$ cat config.mk
export PLATFORM = sky130hd
export DESIGN_NAME = output_bcd_converter_flat
export DESIGN_NICKNAME = d
export VERILOG_FILES = /design/src/rtl/output_bcd_converter_if.sv /design/src/rtl/output_bcd_converter.sv /design/src/flat_wrapper.sv
export SDC_FILE = /design/constraint.sdc
export NUM_CORES = 1
export LEC_CHECK = 0
export ABC_CLOCK_PERIOD_IN_PS = 5150
export BUFFER_PORTS_ARGS = -buffer_cell sky130_fd_sc_hd__buf_4
export CORE_AREA = 10 10 108 120
export CTS_CLUSTER_DIAMETER = 30
export DETAILED_ROUTE_END_ITERATION = 12
export DIE_AREA = 0 0 118 130
export GPL_ROUTABILITY_DRIVEN = 0
export SYNTH_ARGS = -nofsm -noshare
export SYNTH_HDL_FRONTEND = slang
export SYNTH_SLANG_ARGS = --single-unit
$ cat constraint.sdc
create_clock -name i_clk -period 5.15 [get_ports i_clk]
set_input_delay 0.7725 -clock i_clk [delete_from_list [all_inputs] [get_ports i_clk]]
set_output_delay 0.7725 -clock i_clk [all_outputs]
set_load 0.1 [all_outputs]
$ cat src/rtl/output_bcd_converter_if.sv
// Bus-side bundle for the output register / BCD converter: OI strobe and
// bus value in, converted digits and display write-enable out.
interface output_bcd_converter_if;
  logic [7:0] i_bus;
  logic       i_load;
  logic       i_signed;
  logic       o_busy;
  logic       o_valid;
  logic [7:0] o_value;
  logic       o_sign;
  logic [3:0] o_hundreds;
  logic [3:0] o_tens;
  logic [3:0] o_ones;

  modport master (
    output i_bus, i_load, i_signed,
    input  o_busy, o_valid, o_value, o_sign, o_hundreds, o_tens, o_ones
  );

  modport slave (
    input  i_bus, i_load, i_signed,
    output o_busy, o_valid, o_value, o_sign, o_hundreds, o_tens, o_ones
  );
endinterface

$ cat src/rtl/output_bcd_converter.sv
// Output register stage: captures the bus on OI, converts to three BCD digits
// with one double-dabble step per clock, and pulses o_valid for the display.
module output_bcd_converter #(
  parameter bit LEAD_ZERO_BLANK = 1'b1
) (
  input  logic                    i_clk,
  input  logic                    i_rst,
  output_bcd_converter_if.slave   bus_if
);

  typedef enum logic [1:0] {
    IDLE  = 2'd0,
    SHIFT = 2'd1,
    DONE  = 2'd2
  } state_t;

  state_t      state_q, state_d;
  logic [2:0]  cnt_q, cnt_d;
  logic [7:0]  raw_q, raw_d;
  logic [7:0]  mag_q, mag_d;
  logic        neg_q, neg_d;
  logic [11:0] bcd_q, bcd_d;

  logic        pend_q, pend_d;
  logic [7:0]  pbus_q, pbus_d;
  logic        psgn_q, psgn_d;

  logic        busy_q, busy_d;
  logic        valid_q, valid_d;
  logic [7:0]  value_q, value_d;
  logic        sign_q, sign_d;
  logic [3:0]  hund_q, hund_d;
  logic [3:0]  tens_q, tens_d;
  logic [3:0]  ones_q, ones_d;

  logic        capture;
  logic [7:0]  cap_bus;
  logic        cap_sgn;
  logic [7:0]  neg_mag;
  logic [11:0] bcd_adj;

  function automatic logic [3:0] dabble_adj(input logic [3:0] n);
    return (n >= 4'd5) ? n + 4'd3 : n;
  endfunction

  // Capture source: a load on the DONE edge beats the pending slot.
  always_comb begin
    capture = 1'b0;
    cap_bus = bus_if.i_bus;
    cap_sgn = bus_if.i_signed;
    case (state_q)
      IDLE: capture = bus_if.i_load;
      DONE: begin
        if (bus_if.i_load) begin
          capture = 1'b1;
        end else if (pend_q) begin
          capture = 1'b1;
          cap_bus = pbus_q;
          cap_sgn = psgn_q;
        end
      end
      default: capture = 1'b0;
    endcase
  end

  // State register
  always_ff @(posedge i_clk) begin
    if (i_rst) begin
      state_q <= IDLE;
    end else begin
      state_q <= state_d;
    end
  end

  // Next-state logic
  always_comb begin
    state_d = state_q;
    case (state_q)
      IDLE:    if (bus_if.i_load) state_d = SHIFT;
      SHIFT:   if (cnt_q == 3'd7) state_d = DONE;
      DONE:    state_d = capture ? SHIFT : IDLE;
      default: state_d = IDLE;
    endcase
  end

  // Conversion datapath and pending slot.
  // 8-bit negate suffices: 0x80 negates to 0x80, read unsigned as 128.
  assign neg_mag = ~cap_bus + 8'd1;
  assign bcd_adj = {dabble_adj(bcd_q[11:8]), dabble_adj(bcd_q[7:4]),
                    dabble_adj(bcd_q[3:0])};

  always_comb begin
    raw_d  = raw_q;
    mag_d  = mag_q;
    neg_d  = neg_q;
    bcd_d  = bcd_q;
    cnt_d  = cnt_q;
    pend_d = pend_q;
    pbus_d = pbus_q;
    psgn_d = psgn_q;

    if (capture) begin
      raw_d = cap_bus;
      neg_d = cap_sgn & cap_bus[7];
      mag_d = (cap_sgn & cap_bus[7]) ? neg_mag : cap_bus;
      bcd_d = '0;
      cnt_d = '0;
    end else if (state_q == SHIFT) begin
      {bcd_d, mag_d} = {bcd_adj, mag_q} << 1;
      cnt_d          = cnt_q + 3'd1;
    end

    if (state_q == SHIFT && bus_if.i_load) begin
      pend_d = 1'b1;
      pbus_d = bus_if.i_bus;
      psgn_d = bus_if.i_signed;
    end else if (state_q == DONE) begin
      pend_d = 1'b0;
    end
  end

  // Output logic: results only move on the DONE edge.
  always_comb begin
    busy_d  = (state_d != IDLE);
    valid_d = (state_q == DONE);
    value_d = value_q;
    sign_d  = sign_q;
    hund_d  = hund_q;
    tens_d  = tens_q;
    ones_d  = ones_q;
    if (state_q == DONE) begin
      value_d = raw_q;
      sign_d  = neg_q;
      ones_d  = bcd_q[3:0];
      hund_d  = (LEAD_ZERO_BLANK && bcd_q[11:8] == 4'd0) ? 4'hF : bcd_q[11:8];
      tens_d  = (LEAD_ZERO_BLANK && bcd_q[11:4] == 8'd0) ? 4'hF : bcd_q[7:4];
    end
  end

  always_ff @(posedge i_clk) begin
    if (i_rst) begin
      cnt_q   <= '0;
      raw_q   <= '0;
      mag_q   <= '0;
      neg_q   <= 1'b0;
      bcd_q   <= '0;
      pend_q  <= 1'b0;
      pbus_q  <= '0;
      psgn_q  <= 1'b0;
      busy_q  <= 1'b0;
      valid_q <= 1'b0;
      value_q <= '0;
      sign_q  <= 1'b0;
      hund_q  <= '0;
      tens_q  <= '0;
      ones_q  <= '0;
    end else begin
      cnt_q   <= cnt_d;
      raw_q   <= raw_d;
      mag_q   <= mag_d;
      neg_q   <= neg_d;
      bcd_q   <= bcd_d;
      pend_q  <= pend_d;
      pbus_q  <= pbus_d;
      psgn_q  <= psgn_d;
      busy_q  <= busy_d;
      valid_q <= valid_d;
      value_q <= value_d;
      sign_q  <= sign_d;
      hund_q  <= hund_d;
      tens_q  <= tens_d;
      ones_q  <= ones_d;
    end
  end

  assign bus_if.o_busy     = busy_q;
  assign bus_if.o_valid    = valid_q;
  assign bus_if.o_value    = value_q;
  assign bus_if.o_sign     = sign_q;
  assign bus_if.o_hundreds = hund_q;
  assign bus_if.o_tens     = tens_q;
  assign bus_if.o_ones     = ones_q;

endmodule

$ cat src/flat_wrapper.sv
// flat-port wrapper written by rule: the top's interface ports become plain ports
module output_bcd_converter_flat 
#(
  parameter bit LEAD_ZERO_BLANK = 1'b1
)
  (i_clk, i_rst, bus_if_i_bus, bus_if_i_load, bus_if_i_signed, bus_if_o_busy, bus_if_o_valid, bus_if_o_value, bus_if_o_sign, bus_if_o_hundreds, bus_if_o_tens, bus_if_o_ones);
  output_bcd_converter_if bus_if_i ();
  input  logic i_clk;
  input  logic i_rst;
  input wire logic [$bits(bus_if_i.i_bus)-1:0] bus_if_i_bus;
  input wire logic [$bits(bus_if_i.i_load)-1:0] bus_if_i_load;
  input wire logic [$bits(bus_if_i.i_signed)-1:0] bus_if_i_signed;
  output wire logic [$bits(bus_if_i.o_busy)-1:0] bus_if_o_busy;
  output wire logic [$bits(bus_if_i.o_valid)-1:0] bus_if_o_valid;
  output wire logic [$bits(bus_if_i.o_value)-1:0] bus_if_o_value;
  output wire logic [$bits(bus_if_i.o_sign)-1:0] bus_if_o_sign;
  output wire logic [$bits(bus_if_i.o_hundreds)-1:0] bus_if_o_hundreds;
  output wire logic [$bits(bus_if_i.o_tens)-1:0] bus_if_o_tens;
  output wire logic [$bits(bus_if_i.o_ones)-1:0] bus_if_o_ones;
  assign bus_if_i.i_bus = bus_if_i_bus;
  assign bus_if_i.i_load = bus_if_i_load;
  assign bus_if_i.i_signed = bus_if_i_signed;
  assign bus_if_o_busy = bus_if_i.o_busy;
  assign bus_if_o_valid = bus_if_i.o_valid;
  assign bus_if_o_value = bus_if_i.o_value;
  assign bus_if_o_sign = bus_if_i.o_sign;
  assign bus_if_o_hundreds = bus_if_i.o_hundreds;
  assign bus_if_o_tens = bus_if_i.o_tens;
  assign bus_if_o_ones = bus_if_i.o_ones;
  output_bcd_converter #(.LEAD_ZERO_BLANK(LEAD_ZERO_BLANK)) u_core (.i_clk(i_clk), .i_rst(i_rst), .bus_if(bus_if_i));
endmodule
==> results of run 1 <==
[registers in the layout, summed over array words and instances (netlist names)]
signal	cells
u_core.bcd_q	12
u_core.bus_if.o_busy	1
u_core.bus_if.o_hundreds	4
u_core.bus_if.o_ones	4
u_core.bus_if.o_sign	1
u_core.bus_if.o_tens	4
u_core.bus_if.o_valid	1
u_core.bus_if.o_value	8
u_core.cnt_q	3
u_core.mag_q	8
u_core.neg_q	1
u_core.pbus_q	8
u_core.pend_q	1
u_core.psgn_q	1
u_core.raw_q	8
u_core.state_q	2
[kinds of logic (layout without fill, tap and decap cells)]
family	after synthesis	count (layout)
simple gates	157	157
compound gates	83	83
buf+inv	32	62
fa+ha+maj	10	10
flops	67	67
xor+xnor	10	10
mux	16	16
[metal layers]
metal,routed length (um),global-route usage (%),share of wire (%),vias to the layer above
li1,-,-,-,1333
met1,3290,11.5,46,1199
met2,3540,16.2,49,45
met3,211,2.55,2.9,12
met4,144,4.15,2.0,0
met5,0,0,0,-
[where the power goes]
part	internal [mW]	total, mW	switching, mW
registers	0.537	0.549	0.0125
clock network	0.387	0.594	0.207
logic	0.0382	0.103	0.0650
total	0.963	1.25	0.284
[through the flow]
stage / util [%] / area (um2)
2_1_floorplan: - / 3080
3_3_place_gp: 32.3 / 3430
3_5_place_dp: 32.3 / 3430
4_1_cts: 35.1 / 3720
5_1_grt: 35.1 / 3720
6_report: 35.1 / 3720
[synthesized netlist by cell type (3+ instances only)]
cell / n / area (um2)
sky130_fd_sc_hd__mux2i_1: 13 / 130
sky130_fd_sc_hd__nor2_1: 42 / 158
sky130_fd_sc_hd__a21oi_1: 47 / 235
sky130_fd_sc_hd__nor3_1: 15 / 75.1
sky130_fd_sc_hd__nor3b_1: 3 / 22.5
sky130_fd_sc_hd__inv_1: 9 / 33.8
sky130_fd_sc_hd__xnor2_1: 7 / 61.3
sky130_fd_sc_hd__buf_6: 3 / 33.8
sky130_fd_sc_hd__dfxtp_1: 67 / 1340
sky130_fd_sc_hd__nand2b_1: 7 / 43.8
sky130_fd_sc_hd__and2_1: 3 / 18.8
sky130_fd_sc_hd__a311oi_1: 3 / 26.3
sky130_fd_sc_hd__nand3_1: 9 / 45.0
sky130_fd_sc_hd__nand2_1: 66 / 248
sky130_fd_sc_hd__mux2_2: 3 / 33.8
sky130_fd_sc_hd__a211oi_1: 11 / 82.6
sky130_fd_sc_hd__clkbuf_1: 14 / 52.6
sky130_fd_sc_hd__ha_1: 10 / 125
sky130_fd_sc_hd__o22ai_2: 3 / 37.5
sky130_fd_sc_hd__o21ai_0: 6 / 30.0
sky130_fd_sc_hd__buf_2: 5 / 25.0
sky130_fd_sc_hd__a31o_2: 3 / 26.3
sky130_fd_sc_hd__xor2_1: 3 / 26.3
[cell type report]
type	instances	area (um2)
Tap cell	147	184
Multi-Input combinational cell	276	1590
Clock inverter	2	35.0
Sequential cell	67	1340
Timing Repair Buffer	37	278
Clock buffer	14	254
Inverter	9	33.8
Fill cell	1129	6890
[worst min-delay path, delay by kind of cell, from the launching register on]
family	cells	cell delay, ns
flops	1	0.30
simple gates	1	0.05
compound gates	1	0.05
[worst paths after layout]
path | end | slack [ns] | start
setup / recovery | u_core.mag_q[2] | 2.30 | bus_if_i_load
hold reg to reg | u_core.bus_if.o_value[6] | 0.45 | u_core.bus_if.o_value[6]
hold / removal | u_core.bus_if.o_value[6] | 0.45 | u_core.bus_if.o_value[6]
setup reg to reg | u_core.mag_q[2] | 2.52 | u_core.state_q[1]
==> summary.json, run 1 <==
{
  "synthesis": {
    "post_synthesis_sequential_area_ratio_pct": 43.5,
    "synth_simple_gate_area_share_pct": 22.9,
    "synth_mux_area_share_pct": 5.31,
    "mapped_area_mm2": 0.00308,
    "synth_top_family_by_area": "simple AND/OR/NAND/NOR gates",
    "synth_compound_gate_area_share_pct": 16.6,
    "synth_seq_cells": 67,
    "synth_enable_flop_cells": 0,
    "synthesis.instances": 375,
    "synthesis.nets": 397,
    "post_synth_xor_xnor_area_pct": 2.84,
    "synth_area_per_cell_um2": 8.22,
    "post_synth_num_cell_types": 43,
    "synth_warnings": 0,
    "synth-main-ff-cell": "sky130_fd_sc_hd__dfxtp_1",
    "post_synth_fa_ha_maj_area_fraction_pct": 4.06,
    "synth-async-reset-ratio_pct": 0
  },
  "flow_run": {
    "cap_violations": 0
  },
  "placed_design": {
    "post_placement_worst_setup_slack_ns": 2.04,
    "dp_hpwl_um": 4970,
    "dp.cells": 536,
    "io_buffers": 34
  },
  "cts": {
    "cts_made_buffers": 9,
    "clock_insertion_delay_at_the_later_pin_of_the_skew_report_ns": 0.33,
    "cts_tree": "built",
    "root_buffer_cell": "sky130_fd_sc_hd__clkbuf_16",
    "hold_buffers": 0,
    "htreeDepth": 3,
    "cts_sinks": 67,
    "cts_max_path_buffers": 2,
    "clock_pin_slew_of_the_registers_on_the_worst_case_setup_and_hold_paths_ns": 0.05,
    "buffers_inserted_during_post_cts_setup_optimization": 0,
    "cts_resized": 0
  },
  "finish": {
    "syn2layout_area_growth_pct": 20.6,
    "most_frequent_standard_cell_in_the_layout_excluding_fill_and_tap_cells": "sky130_fd_sc_hd__dfxtp_1",
    "instances_no_fill": 552,
    "mostFrequentLayoutCells": "sky130_fd_sc_hd__dfxtp_1, sky130_fd_sc_hd__nand2_1, sky130_fd_sc_hd__a21oi_1",
    "antenna_diode_count": 0,
    "nNetsFinal": 422,
    "drive_gt1_share_pct": 15.1
  },
  "drt": {
    "routed-via-count": 2589,
    "via_cell_ratio": 4.69,
    "route.final.wire_length_um": 7190,
    "drt_iter0_markers": 171,
    "ant_nets_after_route": 0,
    "post_drt_wl_per_cell_um": 13.0,
    "remaining_drc_errors": 0,
    "detail_route.first_pass.iterations": 4
  },
  "power": {
    "power.ir.vdd_worst_mv": 0.161,
    "post-layout-total-power_mw": 1.25,
    "pwr_density_cell_mw_per_mm2": 335,
    "leakage_nw": 1.41
  },
  "timing": {
    "worst-slew-pin-transition_ns": 1.05,
    "hold_ws_ns": 0.452,
    "hold_viol": 0,
    "rsz0062_at_grt": "false",
    "period_share_pct": 55.2,
    "fin_skew_ns": 0.00369,
    "fin_setup_tns_ns": 0,
    "period_needed_ns": 2.85,
    "drv_slew": 0,
    "max_freq_mhz": 351,
    "setup_viol_count_final": 0,
    "worst_slack_ns": 2.30,
    "slew_headroom_pct": 30.1
  },
  "critical_path": {
    "crit_required_ns": 5.33,
    "worst_setup_path_end_kind": "flip-flop",
    "worstPathBufferInverterCount": 1,
    "crit_path_max_incr_delay_ns": 0.76,
    "worst-r2r-cell-count": 8,
    "timing.critical_path.max_delay_family": "simple AND/OR/NAND/NOR gates",
    "worst-path-max-fanout": 18,
    "stages_on_the_worst_setup_path": 9,
    "crit_path_cell_trace": "buf_4 > and4bb_1 > mux2i_1 > ha_1 > nand3b_1 > xor2_1 > nor2_1 > a211oi_1 > a311oi_1",
    "startpoint_types": "primary input",
    "critPathArrivalTime_ns": 3.02,
    "cp_slowest_cell": "sky130_fd_sc_hd__and4bb_1",
    "worst-setup-path-type": "primary input to flip-flop"
  },
  "global_route": {
    "pin_count_of_the_biggest_net_entering_global_routing": 53,
    "grt_first_pass_wirelength_um": 12100,
    "first_global_vias": 2466,
    "grt_remaining_overflow": 0,
    "grt_util_all_layers_pct": 9.64,
    "antenna_violations_before_repair": 0
  },
  "floorplan": {
    "initial_cell_density_of_the_core_pct": 29.1,
    "core.rowCount": 40,
    "die_width_um": 118,
    "core_region_area_mm2": 0.0106,
    "design.die.area_mm2": 0.0153,
    "boundaryPins": 35,
    "die-height_um": 130
  },
  "min_path": {
    "min_path_type": "flip-flop to flip-flop",
    "hold_path_depth": 2
  },
  "outcome": {
    "outcome": "finished, final reports clean"
  }
}
Note: power is estimated with default switching activity, not from simulation.
==> run 2: changes to the inputs <==
--- a/config.mk
+++ b/config.mk
@@ -5,7 +5,8 @@
 export SDC_FILE = /design/constraint.sdc
 export NUM_CORES = 1
 export LEC_CHECK = 0
-export ABC_CLOCK_PERIOD_IN_PS = 5150
+export ABC_AREA = 1
+export ABC_CLOCK_PERIOD_IN_PS = 2550
 export BUFFER_PORTS_ARGS = -buffer_cell sky130_fd_sc_hd__buf_4
 export CORE_AREA = 10 10 108 120
 export CTS_CLUSTER_DIAMETER = 30
==> constraint.sdc (replaced) <==
create_clock -name i_clk -period 2.55 [get_ports i_clk]
set_input_delay 0.3825 -clock i_clk [delete_from_list [all_inputs] [get_ports i_clk]]
set_output_delay 0.3825 -clock i_clk [all_outputs]
set_load 0.1 [all_outputs]
==> run 2 against run 1 <==
Global-route usage rose by 0.17 points. Cell area increased by 0.54%. Cell count is 5.6% higher. Utilization rose by 0.19 points. Die area is the same. Count of clock-buffer cells in the layout decreased by 2. Flip-flop and latch count unchanged. Sequential power grew 100%. Non-clock buffer count increased by 1. Sequential share of layout area fell by 0.19 points. Largest power group unchanged.
==> summary.json, run 2 <==
{
  "outcome": {
    "outcome": "finished, final reports clean"
  },
  "floorplan": {
    "design.die.area": {"value": 0.0153, "unit": "mm2", "change": "unchanged"},
    "core.rowCount": {"value": 40, "change": "unchanged"},
    "initial_cell_density_of_the_core": {"value": 28.9, "unit": "%", "change": "-0.17 points"},
    "core_region_area": {"value": 0.0106, "unit": "mm2", "change": "unchanged"},
    "die_width": {"value": 118, "unit": "um", "change": "unchanged"},
    "die-height": {"value": 130, "unit": "um", "change": "unchanged"},
    "boundaryPins": {"value": 35, "change": "unchanged"}
  },
  "critical_path": {
    "regToRegSetupSlack": {"value": 0.76, "unit": "ns", "change": "-1.76 ns"},
    "crit_required": {"value": 2.76, "unit": "ns", "change": "-2.57 ns"},
    "startpoint_types": "flip-flop",
    "crit-reg2reg-capture": "u_core.pbus_q[1]",
    "worst-r2r-cell-count": {"value": 5, "change": "-3"},
    "worst_r2r_startpoint": "u_core.state_q[0]",
    "worst-path-max-fanout": {"value": 16, "change": "-2"},
    "critPathArrivalTime": {"value": 1.99, "unit": "ns", "change": "-1.03 ns"},
    "worst_setup_path_end_kind": "flip-flop",
    "worst-setup-path-type": "flip-flop to flip-flop"
  },
  "cts": {
    "cts_made_buffers": {"value": 9, "change": "unchanged"},
    "root_buffer_cell": "sky130_fd_sc_hd__clkbuf_16",
    "cts_resized": {"value": 0, "change": "unchanged"},
    "clock_pin_slew_of_the_registers_on_the_worst_case_setup_and_hold_paths": {"value": 0.05, "unit": "ns", "change": "about the same"},
    "htreeDepth": {"value": 3, "change": "unchanged"},
    "cts_tree": "built",
    "buffers_inserted_during_post_cts_setup_optimization": {"value": 0, "change": "unchanged"},
    "hold_buffers": {"value": 0, "change": "unchanged"},
    "cts_max_path_buffers": {"value": 2, "change": "unchanged"},
    "cts_sinks": {"value": 67, "change": "unchanged"},
    "clock_insertion_delay_at_the_later_pin_of_the_skew_report": {"value": 0.34, "unit": "ns", "change": "about the same"}
  },
  "synthesis": {
    "synthTopCellsByCount": "sky130_fd_sc_hd__dfxtp_1, sky130_fd_sc_hd__inv_1, sky130_fd_sc_hd__o21ai_0",
    "synth_area_leader_cell": "sky130_fd_sc_hd__dfxtp_1",
    "synth_most_common_cell": "sky130_fd_sc_hd__dfxtp_1",
    "mapped_area": {"value": 0.00307, "unit": "mm2", "change": "-0.57%"},
    "synth_top_area_share": {"value": 43.7, "unit": "%", "change": "+0.25 points"},
    "synth_warnings": {"value": 0, "change": "unchanged"},
    "synth.top_cells.by_area": "sky130_fd_sc_hd__dfxtp_1, sky130_fd_sc_hd__o21ai_0, sky130_fd_sc_hd__a21oi_1, sky130_fd_sc_hd__inv_1, sky130_fd_sc_hd__nand2_1",
    "synth_enable_flop_cells": {"value": 0, "change": "unchanged"},
    "synth_area_per_cell": {"value": 7.65, "unit": "um2", "change": "-7.0%"},
    "synthesis.nets": {"value": 423, "change": "+6.5%"},
    "synthesis.instances": {"value": 401, "change": "+6.9%"},
    "synth-main-ff-cell": "sky130_fd_sc_hd__dfxtp_1",
    "post_synthesis_sequential_area_ratio": {"value": 43.7, "unit": "%", "change": "+0.25 points"},
    "post_synth_num_cell_types": {"value": 35, "change": "-19%"},
    "synth-async-reset-ratio": {"value": 0, "unit": "%", "change": "unchanged"},
    "synth_seq_cells": {"value": 67, "change": "unchanged"}
  },
  "min_path": {
    "hp-start": "i_rst",
    "hold-path-endpoint": "u_core.mag_q[5]",
    "hold_path_depth": {"value": 2, "change": "unchanged"},
    "min_path_type": "primary input to flip-flop"
  },
  "drt": {
    "via_cell_ratio": {"value": 4.60, "change": "-2.0%"},
    "route.met2.wl": {"value": 3690, "unit": "um", "change": "+4.0%"},
    "detailroute.wirelength.met3": {"value": 330, "unit": "um", "change": "+56%"},
    "routed.top_layer": "met4",
    "ant_nets_after_route": {"value": 0, "change": "unchanged"},
    "drt_iter0_markers": {"value": 179, "change": "+4.7%"},
    "route.final.wire_length": {"value": 7240, "unit": "um", "change": "+0.72%"},
    "detail_route.first_pass.iterations": {"value": 7, "change": "+3"},
    "remaining_drc_errors": {"value": 0, "change": "unchanged"},
    "post_drt_wl_per_cell": {"value": 12.4, "unit": "um", "change": "-4.6%"},
    "route.layer.met1.wl": {"value": 3130, "unit": "um", "change": "-4.8%"},
    "routed-via-count": {"value": 2681, "change": "+3.6%"}
  },
  "placed_design": {
    "io_buffers": {"value": 34, "change": "unchanged"},
    "dp_hpwl": {"value": 5200, "unit": "um", "change": "+4.6%"},
    "post_placement_worst_setup_slack": {"value": 0.702, "unit": "ns", "change": "-1.34 ns"}
  },
  "timing": {
    "fin_setup_tns": {"value": 0, "unit": "ns", "change": "unchanged"},
    "period_needed_ns": 1.79,
    "slew_headroom": {"value": 66.6, "unit": "%", "change": "+36 points"},
    "setup_viol_count_final": {"value": 0, "change": "unchanged"},
    "period_share_pct": 70.0,
    "worst_slack": {"value": 0.765, "unit": "ns", "change": "-1.54 ns"},
    "drv_slew": {"value": 0, "change": "unchanged"},
    "fin_skew": {"value": 0.00650, "unit": "ns", "change": "+0.00281 ns"},
    "max_freq_mhz": 560,
    "worst-slew-pin-transition": {"value": 0.499, "unit": "ns", "change": "-0.549 ns"},
    "hold_viol": {"value": 0, "change": "unchanged"},
    "rsz0062_at_grt": "false"
  },
  "power": {
    "post-layout-total-power": {"value": 2.58, "unit": "mW", "change": "+110%"},
    "combinationalPowerShare": {"value": 9.0, "unit": "%", "change": "+0.7 points"},
    "power_frac_clock": {"value": 47.8, "unit": "%", "change": "about the same"},
    "leakage": {"value": 1.61, "unit": "nW", "change": "+15%"},
    "p_int": {"value": 1.95, "unit": "mW", "change": "+100%"},
    "power.ir.vdd_worst": {"value": 0.281, "unit": "mV", "change": "+74%"},
    "switching_share": {"value": 24.3, "unit": "%", "change": "+1.5 points"},
    "p_switching": {"value": 0.627, "unit": "mW", "change": "+120%"},
    "pwr_density_cell": {"value": 689, "unit": "mW/mm2", "change": "+110%"},
    "p_seq_share": {"value": 43.1, "unit": "%", "change": "-1.0 points"}
  },
  "global_route": {
    "pin_count_of_the_biggest_net_entering_global_routing": {"value": 38, "change": "-28%"},
    "grt_remaining_overflow": {"value": 0, "change": "unchanged"},
    "grt_util_all_layers": {"value": 9.81, "unit": "%", "change": "+0.17 points"},
    "antenna_violations_before_repair": {"value": 0, "change": "unchanged"},
    "grt_first_pass_wirelength": {"value": 12200, "unit": "um", "change": "+0.73%"},
    "first_global_vias": {"value": 2607, "change": "+5.7%"}
  },
  "finish": {
    "antenna_diode_count": {"value": 0, "change": "unchanged"},
    "nNetsFinal": {"value": 453, "change": "+7.3%"},
    "finish.utilization": {"value": 35.2, "unit": "%", "change": "+0.19 points"},
    "largest_register_ffs": {"value": 12, "change": "unchanged"},
    "syn2layout_area_growth_pct": 22.0,
    "most_frequent_standard_cell_in_the_layout_excluding_fill_and_tap_cells": "sky130_fd_sc_hd__dfxtp_1",
    "mostFrequentLayoutCells": "sky130_fd_sc_hd__dfxtp_1, sky130_fd_sc_hd__inv_1, sky130_fd_sc_hd__o21ai_0",
    "top_register": "u_core.bcd_q",
    "drive_gt1_share": {"value": 18.3, "unit": "%", "change": "+3.3 points"}
  },
  "flow_run": {
    "cap_violations": {"value": 0, "change": "unchanged"}
  }
}
[run 2: cell types whose count changed after synthesis, moves of 12 or more]
cell | before | now
sky130_fd_sc_hd__inv_1 | 9 | 52
sky130_fd_sc_hd__mux2i_1 | 13 | 0
sky130_fd_sc_hd__nand2_1 | 66 | 47
sky130_fd_sc_hd__nand3_1 | 9 | 22
sky130_fd_sc_hd__nor2_1 | 42 | 26
sky130_fd_sc_hd__nor3_1 | 15 | 3
sky130_fd_sc_hd__o21ai_0 | 6 | 50
[run 2: critical path, cell delays in order, from the launching register on]
cell and delay [ns]:
sky130_fd_sc_hd__dfxtp_1 0.40, sky130_fd_sc_hd__inv_1 0.11, sky130_fd_sc_hd__nor2_1 0.40, sky130_fd_sc_hd__nand2_1 0.42, sky130_fd_sc_hd__o21ai_0 0.27, sky130_fd_sc_hd__a21oi_1 0.06
[run 2: worst max-delay path by stage]
stage	start	to	slack (ns)
5_1_grt	u_core.state_q[0]	u_core.pbus_q[2]	0.63
6_report	u_core.state_q[0]	u_core.pbus_q[1]	0.76
3_5_place_dp	bus_if_i_load	u_core.mag_q[6]	0.70
2_1_floorplan	u_core.state_q[1]	u_core.mag_q[6]	0.93
4_1_cts	u_core.state_q[0]	u_core.pbus_q[1]	0.79
3_3_place_gp	bus_if_i_load	u_core.mag_q[6]	0.79
[run 2: power by group through the flow]
stage,combinational [mW],clock [mW],sequential [mW]
global route,0.264,1.30,1.12
finish,0.233,1.23,1.11
CTS,0.235,1.27,1.11
global placement,0.229,0,1.13
floorplan,0.165,0,1.14
detailed placement,0.234,0,1.13
[run 2: final cells by class]
class,count,area [um2]
Multi-Input combinational cell,257,1410
Clock inverter,4,50.0
Tap cell,147,184
Inverter,58,220
Sequential cell,67,1340
Timing Repair Buffer,38,285
Fill cell,1131,6870
Clock buffer,12,246
[run 2: per-stage QoR]
stage,cells,area (um2),hold slack (ns)
2_1_floorplan,401,3070,0.430
3_3_place_gp,567,3440,0.447
3_5_place_dp,567,3440,0.455
4_1_cts,583,3740,0.334
5_1_grt,583,3740,0.346
6_report,583,3740,0.347
[run 2: cells by family after synthesis]
logic type	after synthesis	synth area share [%]
simple gates	119	17.8
xor+xnor	4	1.14
fa+ha+maj	10	4.08
compound gates	124	23.0
buf+inv	77	10.3
flops	67	43.7
[run 2: per-layer routing]
| layer | GRT usage (%) | vias up |
|---|---|---|
| li1 | - | 1391 |
| met4 | 4.44 | 0 |
| met5 | 0 | - |
| met3 | 3.50 | 8 |
| met1 | 10.4 | 1233 |
| met2 | 17.4 | 49 |
